**src/rtl/n3_defs_pkg.sv**
```systemverilog
// Shared definitions for the zero-free brick encoder: FSM encoding, clog2 helper
// and {offset,value} pair-word macros.
`ifndef N3_DEFS_PKG_SV
`define N3_DEFS_PKG_SV

`define N3_PACK_PAIR(off, val) {(off), (val)}
`define N3_PAIR_VAL(word, vw) ((word) & ((1 << (vw)) - 1))
`define N3_PAIR_OFF(word, vw) ((word) >> (vw))

package n3_defs;

  localparam logic [1:0] ST_IDLE  = 2'd0;
  localparam logic [1:0] ST_RUN   = 2'd1;
  localparam logic [1:0] ST_DRAIN = 2'd2;

  typedef struct packed {
    logic [1:0] state;
    logic       busy;
  } n3_status_t;

  function automatic int clog2(input int value);
    int result;
    result = 0;
    for (int i = 0; i < 31; i++) begin
      if ((32'sd1 <<< i) < value) begin
        result = i + 32'sd1;
      end
    end
    return result;
  endfunction

endpackage

`endif

```
**src/rtl/n3_enc_lane.sv**
```systemverilog
// One encoder lane: non-zero counter, pending write register and the
// brick-relative address adder for a single SRAM bank.
module n3_enc_lane
  import n3_defs::*;
#(
  parameter int N         = 16,
  parameter int ADDR_SIZE = 16,
  parameter int OFF_W     = 4
) (
  input  logic                   clk,
  input  logic                   rst,
  input  logic                   adv,
  input  logic                   accept,
  input  logic                   brick_end,
  input  logic [OFF_W-1:0]       offset,
  input  logic [ADDR_SIZE-1:0]   brick_addr,
  input  logic [N-1:0]           value,
  output logic                   wr_en,
  output logic [ADDR_SIZE-1:0]   wr_addr,
  output logic [OFF_W+N-1:0]     wr_data,
  output logic [OFF_W:0]         cnt
);

  logic [OFF_W:0]       nz_r;
  logic [OFF_W:0]       nz_next_s;
  logic                 nonzero_s;
  logic [ADDR_SIZE-1:0] addr_s;

  // Next non-zero count and the packed slot address for the current value.
  always_comb begin
    nonzero_s = (value != {N{1'b0}});
    nz_next_s = nz_r + {{OFF_W{1'b0}}, nonzero_s};
    addr_s    = brick_addr + ADDR_SIZE'(nz_r);
  end

  // Per-brick non-zero counter; cleared as the last beat of a brick is taken.
  always_ff @(posedge clk) begin
    if (rst) begin
      nz_r <= {(OFF_W+1){1'b0}};
    end else if (accept) begin
      nz_r <= brick_end ? {(OFF_W+1){1'b0}} : nz_next_s;
    end else begin
      nz_r <= nz_r;
    end
  end

  // Count snapshot of the finished brick, including its final beat.
  always_ff @(posedge clk) begin
    if (rst) begin
      cnt <= {(OFF_W+1){1'b0}};
    end else if (accept && brick_end) begin
      cnt <= nz_next_s;
    end else begin
      cnt <= cnt;
    end
  end

  // Write register: held while the SRAM stalls, otherwise reloaded or cleared.
  always_ff @(posedge clk) begin
    if (rst) begin
      wr_en   <= 1'b0;
      wr_addr <= {ADDR_SIZE{1'b0}};
      wr_data <= {(OFF_W+N){1'b0}};
    end else if (adv) begin
      if (accept) begin
        wr_en   <= nonzero_s;
        wr_addr <= addr_s;
        wr_data <= `N3_PACK_PAIR(offset, value);
      end else begin
        wr_en   <= 1'b0;
        wr_addr <= {ADDR_SIZE{1'b0}};
        wr_data <= {(OFF_W+N){1'b0}};
      end
    end else begin
      wr_en   <= wr_en;
      wr_addr <= wr_addr;
      wr_data <= wr_data;
    end
  end

endmodule

```
**src/rtl/n3_brick_encoder.sv**
```systemverilog
// Zero-free brick encoder: run FSM, beat/brick counters and SRAM handshake
// around TN independent lane encoders.
module n3_brick_encoder
  import n3_defs::*;
#(
  parameter int N         = 16,
  parameter int TN        = 16,
  parameter int ADDR_SIZE = 16,
  parameter int BRICK     = 16,
  parameter int NB_W      = 16,
  parameter int OFF_W     = clog2(BRICK)
) (
  input  logic                        clk,
  input  logic                        rst,
  input  logic                        i_start,
  input  logic [ADDR_SIZE-1:0]        i_base_addr,
  input  logic [NB_W-1:0]             i_num_bricks,
  input  logic                        i_valid,
  output logic                        o_ready,
  input  logic [TN*N-1:0]             i_data,
  output logic [TN-1:0]               o_wr_en,
  output logic [TN*ADDR_SIZE-1:0]     o_wr_addr,
  output logic [TN*(OFF_W+N)-1:0]     o_wr_data,
  input  logic                        i_wr_ready,
  output logic                        o_cnt_valid,
  output logic [TN*(OFF_W+1)-1:0]     o_cnt,
  output logic                        o_busy,
  output logic                        o_done
);

  logic [1:0]           state_r;
  logic [OFF_W-1:0]     offset_r;
  logic [NB_W-1:0]      brick_cnt_r;
  logic [ADDR_SIZE-1:0] base_r;
  logic [NB_W-1:0]      num_r;
  logic                 cnt_valid_r;
  logic                 done_r;

  logic                 pending_s;
  logic                 adv_s;
  logic                 ready_s;
  logic                 accept_s;
  logic                 brick_end_s;
  logic                 last_beat_s;
  logic [ADDR_SIZE-1:0] brick_addr_s;

  // Handshake and brick-boundary decode; BRICK is a power of two so the
  // brick offset is a plain shift of brick_cnt.
  always_comb begin
    pending_s    = |o_wr_en;
    adv_s        = !pending_s || i_wr_ready;
    ready_s      = (state_r == ST_RUN) && adv_s;
    accept_s     = i_valid && ready_s;
    brick_end_s  = accept_s && (offset_r == OFF_W'(BRICK - 1));
    last_beat_s  = brick_end_s && (brick_cnt_r == (num_r - {{(NB_W-1){1'b0}}, 1'b1}));
    brick_addr_s = base_r + ADDR_SIZE'({brick_cnt_r, {OFF_W{1'b0}}});
  end

  // Run FSM with offset / brick counters and the latched run parameters.
  always_ff @(posedge clk) begin
    if (rst) begin
      state_r     <= ST_IDLE;
      offset_r    <= {OFF_W{1'b0}};
      brick_cnt_r <= {NB_W{1'b0}};
      base_r      <= {ADDR_SIZE{1'b0}};
      num_r       <= {NB_W{1'b0}};
      cnt_valid_r <= 1'b0;
      done_r      <= 1'b0;
    end else begin
      cnt_valid_r <= brick_end_s;
      done_r      <= 1'b0;
      case (state_r)
        ST_IDLE: begin
          if (i_start) begin
            if (i_num_bricks != {NB_W{1'b0}}) begin
              state_r     <= ST_RUN;
              base_r      <= i_base_addr;
              num_r       <= i_num_bricks;
              offset_r    <= {OFF_W{1'b0}};
              brick_cnt_r <= {NB_W{1'b0}};
            end else begin
              done_r <= 1'b1;
            end
          end
        end
        ST_RUN: begin
          if (accept_s) begin
            if (brick_end_s) begin
              offset_r    <= {OFF_W{1'b0}};
              brick_cnt_r <= brick_cnt_r + {{(NB_W-1){1'b0}}, 1'b1};
            end else begin
              offset_r <= offset_r + OFF_W'(1'b1);
            end
            if (last_beat_s) begin
              state_r <= ST_DRAIN;
            end
          end
        end
        ST_DRAIN: begin
          // Final writes leave the register on this edge when the SRAM is ready.
          if (adv_s) begin
            state_r <= ST_IDLE;
            done_r  <= 1'b1;
          end
        end
        default: begin
          state_r <= ST_IDLE;
        end
      endcase
    end
  end

  assign o_ready     = ready_s;
  assign o_cnt_valid = cnt_valid_r;
  assign o_done      = done_r;
  assign o_busy      = (state_r != ST_IDLE);

  for (genvar l = 0; l < TN; l++) begin : g_lane
    n3_enc_lane #(
      .N         (N),
      .ADDR_SIZE (ADDR_SIZE),
      .OFF_W     (OFF_W)
    ) u_lane (
      .clk        (clk),
      .rst        (rst),
      .adv        (adv_s),
      .accept     (accept_s),
      .brick_end  (brick_end_s),
      .offset     (offset_r),
      .brick_addr (brick_addr_s),
      .value      (i_data[l*N +: N]),
      .wr_en      (o_wr_en[l]),
      .wr_addr    (o_wr_addr[l*ADDR_SIZE +: ADDR_SIZE]),
      .wr_data    (o_wr_data[l*(OFF_W+N) +: (OFF_W+N)]),
      .cnt        (o_cnt[l*(OFF_W+1) +: (OFF_W+1)])
    );
  end

endmodule

```
**config.mk**
```make
export PLATFORM = sky130hd
export DESIGN_NAME = n3_brick_encoder
export DESIGN_NICKNAME = d
export VERILOG_FILES = /design/src/rtl/n3_defs_pkg.sv /design/src/rtl/n3_enc_lane.sv /design/src/rtl/n3_brick_encoder.sv
export SDC_FILE = /design/constraint.sdc
export NUM_CORES = 2
export LEC_CHECK = 0
export CAP_MARGIN = 20
export CELL_PAD_IN_SITES_DETAIL_PLACEMENT = 0
export CELL_PAD_IN_SITES_GLOBAL_PLACEMENT = 2
export CORE_AREA = 4 4 371 373
export CTS_CLUSTER_SIZE = 20
export DETAILED_ROUTE_END_ITERATION = 8
export DIE_AREA = 0 0 375 377
export GPL_TIMING_DRIVEN = 0
export PLACE_DENSITY_LB_ADDON = 0.3
export SLEW_MARGIN = 25
export SYNTH_ARGS = -nofsm -noshare
export SYNTH_HDL_FRONTEND = slang
export SYNTH_SLANG_ARGS = --single-unit
```
**constraint.sdc**
```tcl
create_clock -name clk -period 7.6 [get_ports clk]
set_input_delay 1.52 -clock clk [delete_from_list [all_inputs] [get_ports clk]]
set_output_delay 1.52 -clock clk [all_outputs]
set_load 0.05 [all_outputs]
```
Word-level counts from Yosys, hierarchy flattened
Cells that the tools add are included.
{"block": "totals", "inputBits": 293, "regBits": 808, "out_inout_bits": 676}
{"block": "classes", "n_mux": 84, "n_eq_ne": 10, "reduce_logical": 32, "addsub": 36}
{"cell": "$mux W16", "n": 20}
{"cell": "$mux W20", "n": 16}
{"cell": "$reduce_bool A16 Y1", "n": 17}
{"cell": "$add A16 B5 Y16", "n": 16}
{"cell": "$add A5 B1 Y5", "n": 16}
{"cell": "$mux W5", "n": 16}
{"cell": "$pmux W16 S2", "n": 1}
{"cell": "$mux W1", "n": 19}
{"cell": "$add A16 B1 Y16 const B", "n": 1}
{"cell": "$add A16 B16 Y16", "n": 1}
{"cell": "$eq A16 B16 Y1", "n": 1}
{"cell": "$mux W4", "n": 4}
{"cell": "$reduce_or A16 Y1", "n": 1}
{"cell": "$sub A16 B1 Y16 const B", "n": 1}
{"cell": "$mux W2", "n": 5}
{"cell": "$reduce_and A5 Y1", "n": 2}
{"cell": "$ne A2 B2 Y1 const B", "n": 4}
{"cell": "$pmux W4 S2", "n": 1}
{"cell": "$pmux W2 S3", "n": 1}
{"cell": "$logic_and A1 B1 Y1", "n": 5}
{"cell": "$add A4 B1 Y4 const B", "n": 1}
{"cell": "$eq A4 B4 Y1 const B", "n": 1}
{"cell": "$ne A2 B1 Y1 const B", "n": 2}
{"cell": "$reduce_and A4 Y1", "n": 1}
{"cell": "8 further kinds", "n": 9}

Depth between registers and ports, before layout
{"block": "logic_depth", "ltp_word": 10, "depth_mapped": 12, "depth_no_buf": 10}

Hierarchy
Synthesis repeated with hierarchy kept, for this count alone.
{"block": "hier_totals", "cells_unflattened": 4883, "area_unflattened_um2": 40166.0}
{"mod": "n3_enc_lane at g_lane[0].u_lane ...", "area_per_inst_um2": 2314.7, "seq_area_each_um2": 940.9, "n_inst": 12, "cells_each": 281}
{"mod": "n3_enc_lane at g_lane[11].u_lane ...", "area_per_inst_um2": 2314.7, "seq_area_each_um2": 940.9, "n_inst": 2, "cells_each": 280}
{"mod": "n3_brick_encoder", "area_per_inst_um2": 3311.9, "seq_area_each_um2": 1121.1, "n_inst": 1, "cells_each": 435}
{"mod": "n3_enc_lane at g_lane[9].u_lane", "area_per_inst_um2": 2224.6, "seq_area_each_um2": 940.9, "n_inst": 1, "cells_each": 258}
{"mod": "n3_enc_lane at g_lane[8].u_lane", "area_per_inst_um2": 2223.4, "seq_area_each_um2": 940.9, "n_inst": 1, "cells_each": 258}

Worst setup path before layout
No wires, ideal clock.
{"block": "synth_timing", "kind": "input -> output", "startpoint": "input i_wr_ready", "endpoint": "output o_ready", "arrival_time_ns": 2.822, "t_required_ns": 6.080, "path_slack_ns": 3.258, "stages": 5, "path_cell_list": "a41oi_1 clkbuf_1 clkbuf_1 clkbuf_1 nor2_1"}
{"block": "synth_via", "elab_chain_cells": 2}
{"item": "start: declaration", "line_no": "n3_brick_encoder.sv:24", "source": "input logic i_wr_ready,"}
{"item": "$logic_or A1 B1 Y1", "line_no": "n3_brick_encoder.sv:51", "source": "adv_s = !pending_s || i_wr_ready;"}
{"item": "$logic_and A1 B1 Y1", "line_no": "n3_brick_encoder.sv:52", "source": "ready_s = (state_r == ST_RUN) && adv_s;"}
{"item": "end: declaration", "line_no": "n3_brick_encoder.sv:19", "source": "output logic o_ready,"}
No other way between the ends.

Worst setup path in the final report
Same ends and word-level chain as after synthesis.

==> impl_metrics.toml <==
[worst_setup_path]
reg2reg_depth = 12
cp-end-kind = "primary output"
crit_required_ns = 6.08
r2r-start = "brick_cnt_r[0]"
crit_arrival_ns = 4.95
crit_type = "primary input to primary output"
r2r-end = "g_lane[14].u_lane.wr_addr[10]"
worstPathMaxFanout = 10
start_kind = "primary input"
rrSetupSlack_ns = 3.30

[synthesis]
synth-edff-count = 0
synth_area_um2 = 33600
syn_inst = 3880
ys_top_cells_by_count = "dfxtp_1, nor2_1, a22oi_1, nand2_1, clkbuf_1"
synth_largest_area_cell = "dfxtp_1"
synth_top_cells_by_area = "dfxtp_1, a22oi_1, nor2_1"
synthMuxAreaShare = 0.0005957
synthesis.nets = 4316
yosysMostFrequentCell = "dfxtp_1"
synth_flop_cell = "dfxtp_1"
synth_seq_area_share = 0.4456
synth-warning-count = 0
synth_top_area_share = 0.4456
synth_area_per_cell_um2 = 8.661
synth_xor_area_frac = 0.06594
synth_top_family_by_area = "compound AO/OA/AOI/OAI gates"
synth_compound_area_frac = 0.1960
synthDistinctLibCells = 60
async_flop_share = 0
yosys.area_share.simple = 0.1803
synth-seq-cells = 748
synth_fa_ha_area_frac = 0.05704

[die]
ios = 969
num_rows = 135
die_area_um2 = 141400
start_util = 0.2496
chipHeight_um = 377
coreArea_um2 = 134600
dieWidth_um = 375

[sta]
rsz0062_at_grt = "false"
worst_slew_pin_slew_ns = 1.133
setup_tns_ns = 0
finalMaxSlewViolations = 0
setup_viol = 0
slew_headroom = 0.2446
period_minus_slack_ns = 6.467
hold_violations = 0
holdWs_ns = 0.4511
fmax_mhz = 154.6
skew_ns = 0.03869
finalCritPeriodShare = 0.8509

[final_layout]
drive_above_1_share = 0.06954
final_nets = 5390
area_growth_pct = 46.26

[min_path]
holdCritStartpoint = "g_lane[2].u_lane.wr_addr[13]"
hold_depth = 2
holdPathEnd = "g_lane[2].u_lane.wr_addr[13]"
min_path_type = "flop to flop"

[global_routing]
grt_pass1_vias = 33020
antenna_found_initial = 11
grt_pass1_wl_um = 258700
grtUsageTotal = 0.2542
grt_max_degree = 21
grt.overflow.total = 0

[outcome]
outcome = "complete, no violations"

[clock_network]
clk_latency_ns = 0.72
cts_sinks = 748
clk_pin_slew_worst_paths_ns = 0.05
cts_hold_buf = 0
cts_setup_buffers = 0
cts_resized = 0
cts_buffers = 94
tritoncts = "built"
htree_levels = 3
clk_path_buf_depth = 3
cts-root-buf = "clkbuf_16"

[placement]
gp_congestion = 0.8610
numPortBuffers = 967
dp_hpwl_um = 148900

[run]
cap_violations = 0

[detailed_routing]
wire_per_inst_um = 27.61
wl_met3_um = 12930
routed_wl_um = 188200
remaining_drc_errors = 0
drt_iter0_markers = 2441
wl_met2_um = 90740
maxUsedRoutingLayer = "met5"
drt_first_pass_iters = 5
routedLengthMet1_um = 80430
vias = 33994
ant_nets = 0
viasPerCell = 4.987

[power]
powerDensity_nw_per_um2 = 209.8
power_leakage_nw = 17.76
finalPower_mw = 10.31
ir_drop_v = 0.0001550
[cells by family (layout without fill, tap and decap cells)]
group                    after synthesis  in the layout
multiplexers                           2              2
adder cells (fa/ha/maj)              143            143
AO/OA/AOI/OAI                        965            965
AND/OR/NAND/NOR                     1364           1364
other                                  0              3
buffers and inverters                405           1558
XOR/XNOR                             253            253
flip-flops                           748            748
[layout by cell type, fill, tap and decap left out, types with 32 or more instances in the layout]
cell type        netlist  layout
nand3_1              110     110
a22oi_1              404     404
nor4_1                96      93
nand4_1               61      61
o21bai_1              32      32
a21oi_1              227     211
nor3_1                53      53
clkdlybuf4s50_1        0     967
xor2_1               154     153
a211oi_1              51      51
dfxtp_1              748     744
clkbuf_1             269     270
ha_1                 126     125
buf_4                 76      77
nand2_1              369     369
a21o_1                35      35
nor2_1               571     571
or2_2                 36      36
o31ai_1               51      51
o21ai_0               73      73
clkbuf_16              0      96
xnor2_1               99      99
[where the power goes]
group          switching, mW  total (mW)  internal, mW
sequential            0.0661        4.06          4.00
clock                   1.94        4.83          2.89
combinational          0.981        1.42         0.438
total                   2.99        10.3          7.32
[area by class of cell]
| type | instances | area, µm² |
|---|---|---|
| fillers | 14039 | 85480 |
| multi-input cells | 2727 | 16900 |
| flip-flops and latches | 748 | 14980 |
| repair buffers | 978 | 9873 |
| clock buffers | 142 | 2835 |
| well taps | 1781 | 2228 |
| plain buffers | 380 | 1763 |
| clock inverters | 33 | 467.9 |
| inverters | 25 | 93.84 |
| diodes | 3 | 7.507 |
[worst max-delay path, cell delays in order]
cell             delay [ns]
clkdlybuf4s50_1        0.43
a41oi_1                0.16
clkbuf_2               0.54
clkbuf_1               0.79
clkbuf_1               0.49
nor2_1                 0.23
clkdlybuf4s50_1        0.76
[worst max-delay path by stage]
stage	from	to	slack, ns	depth (start not counted)
floorplan	i_wr_ready	o_ready	3.26	5
global placement	i_wr_ready	o_ready	0.56	7
detailed placement	i_wr_ready	o_ready	1.10	7
CTS	i_wr_ready	o_ready	1.08	7
global route	i_wr_ready	o_ready	0.99	7
finish	i_wr_ready	o_ready	1.13	7
[routing by layer]
| layer | vias to the layer above | GRT usage |
|---|---|---|
| li1 | 15928 | - |
| met1 | 16729 | 0.3205 |
| met2 | 1129 | 0.4361 |
| met3 | 202 | 0.06241 |
| met4 | 6 | 0.06160 |
| met5 | - | 0 |
[per-stage QoR]
stage               setup WS (ns)  instances  cell area [µm²]    util
floorplan                   3.258       3880            33600       -
global placement           0.5579       6628            45510  0.3381
detailed placement          1.100       6639            45830  0.3404
CTS                         1.083       6814            49130  0.3650
global route               0.9868       6814            49140  0.3650
finish                      1.133       6817            49150  0.3651
[flip-flops by register name (all words and copies together), names as in the netlist]
name and flops:
offset_r 4, o_done 1, brick_cnt_r 16, num_r 16
o_cnt_valid 1, g_lane.u_lane.nz_r 80, g_lane.u_lane.wr_data 260, g_lane.u_lane.wr_en 16
g_lane.u_lane.wr_addr 256, state_r 2, base_r 16, g_lane.u_lane.cnt 80
Note: power is estimated with default switching activity, not from simulation.
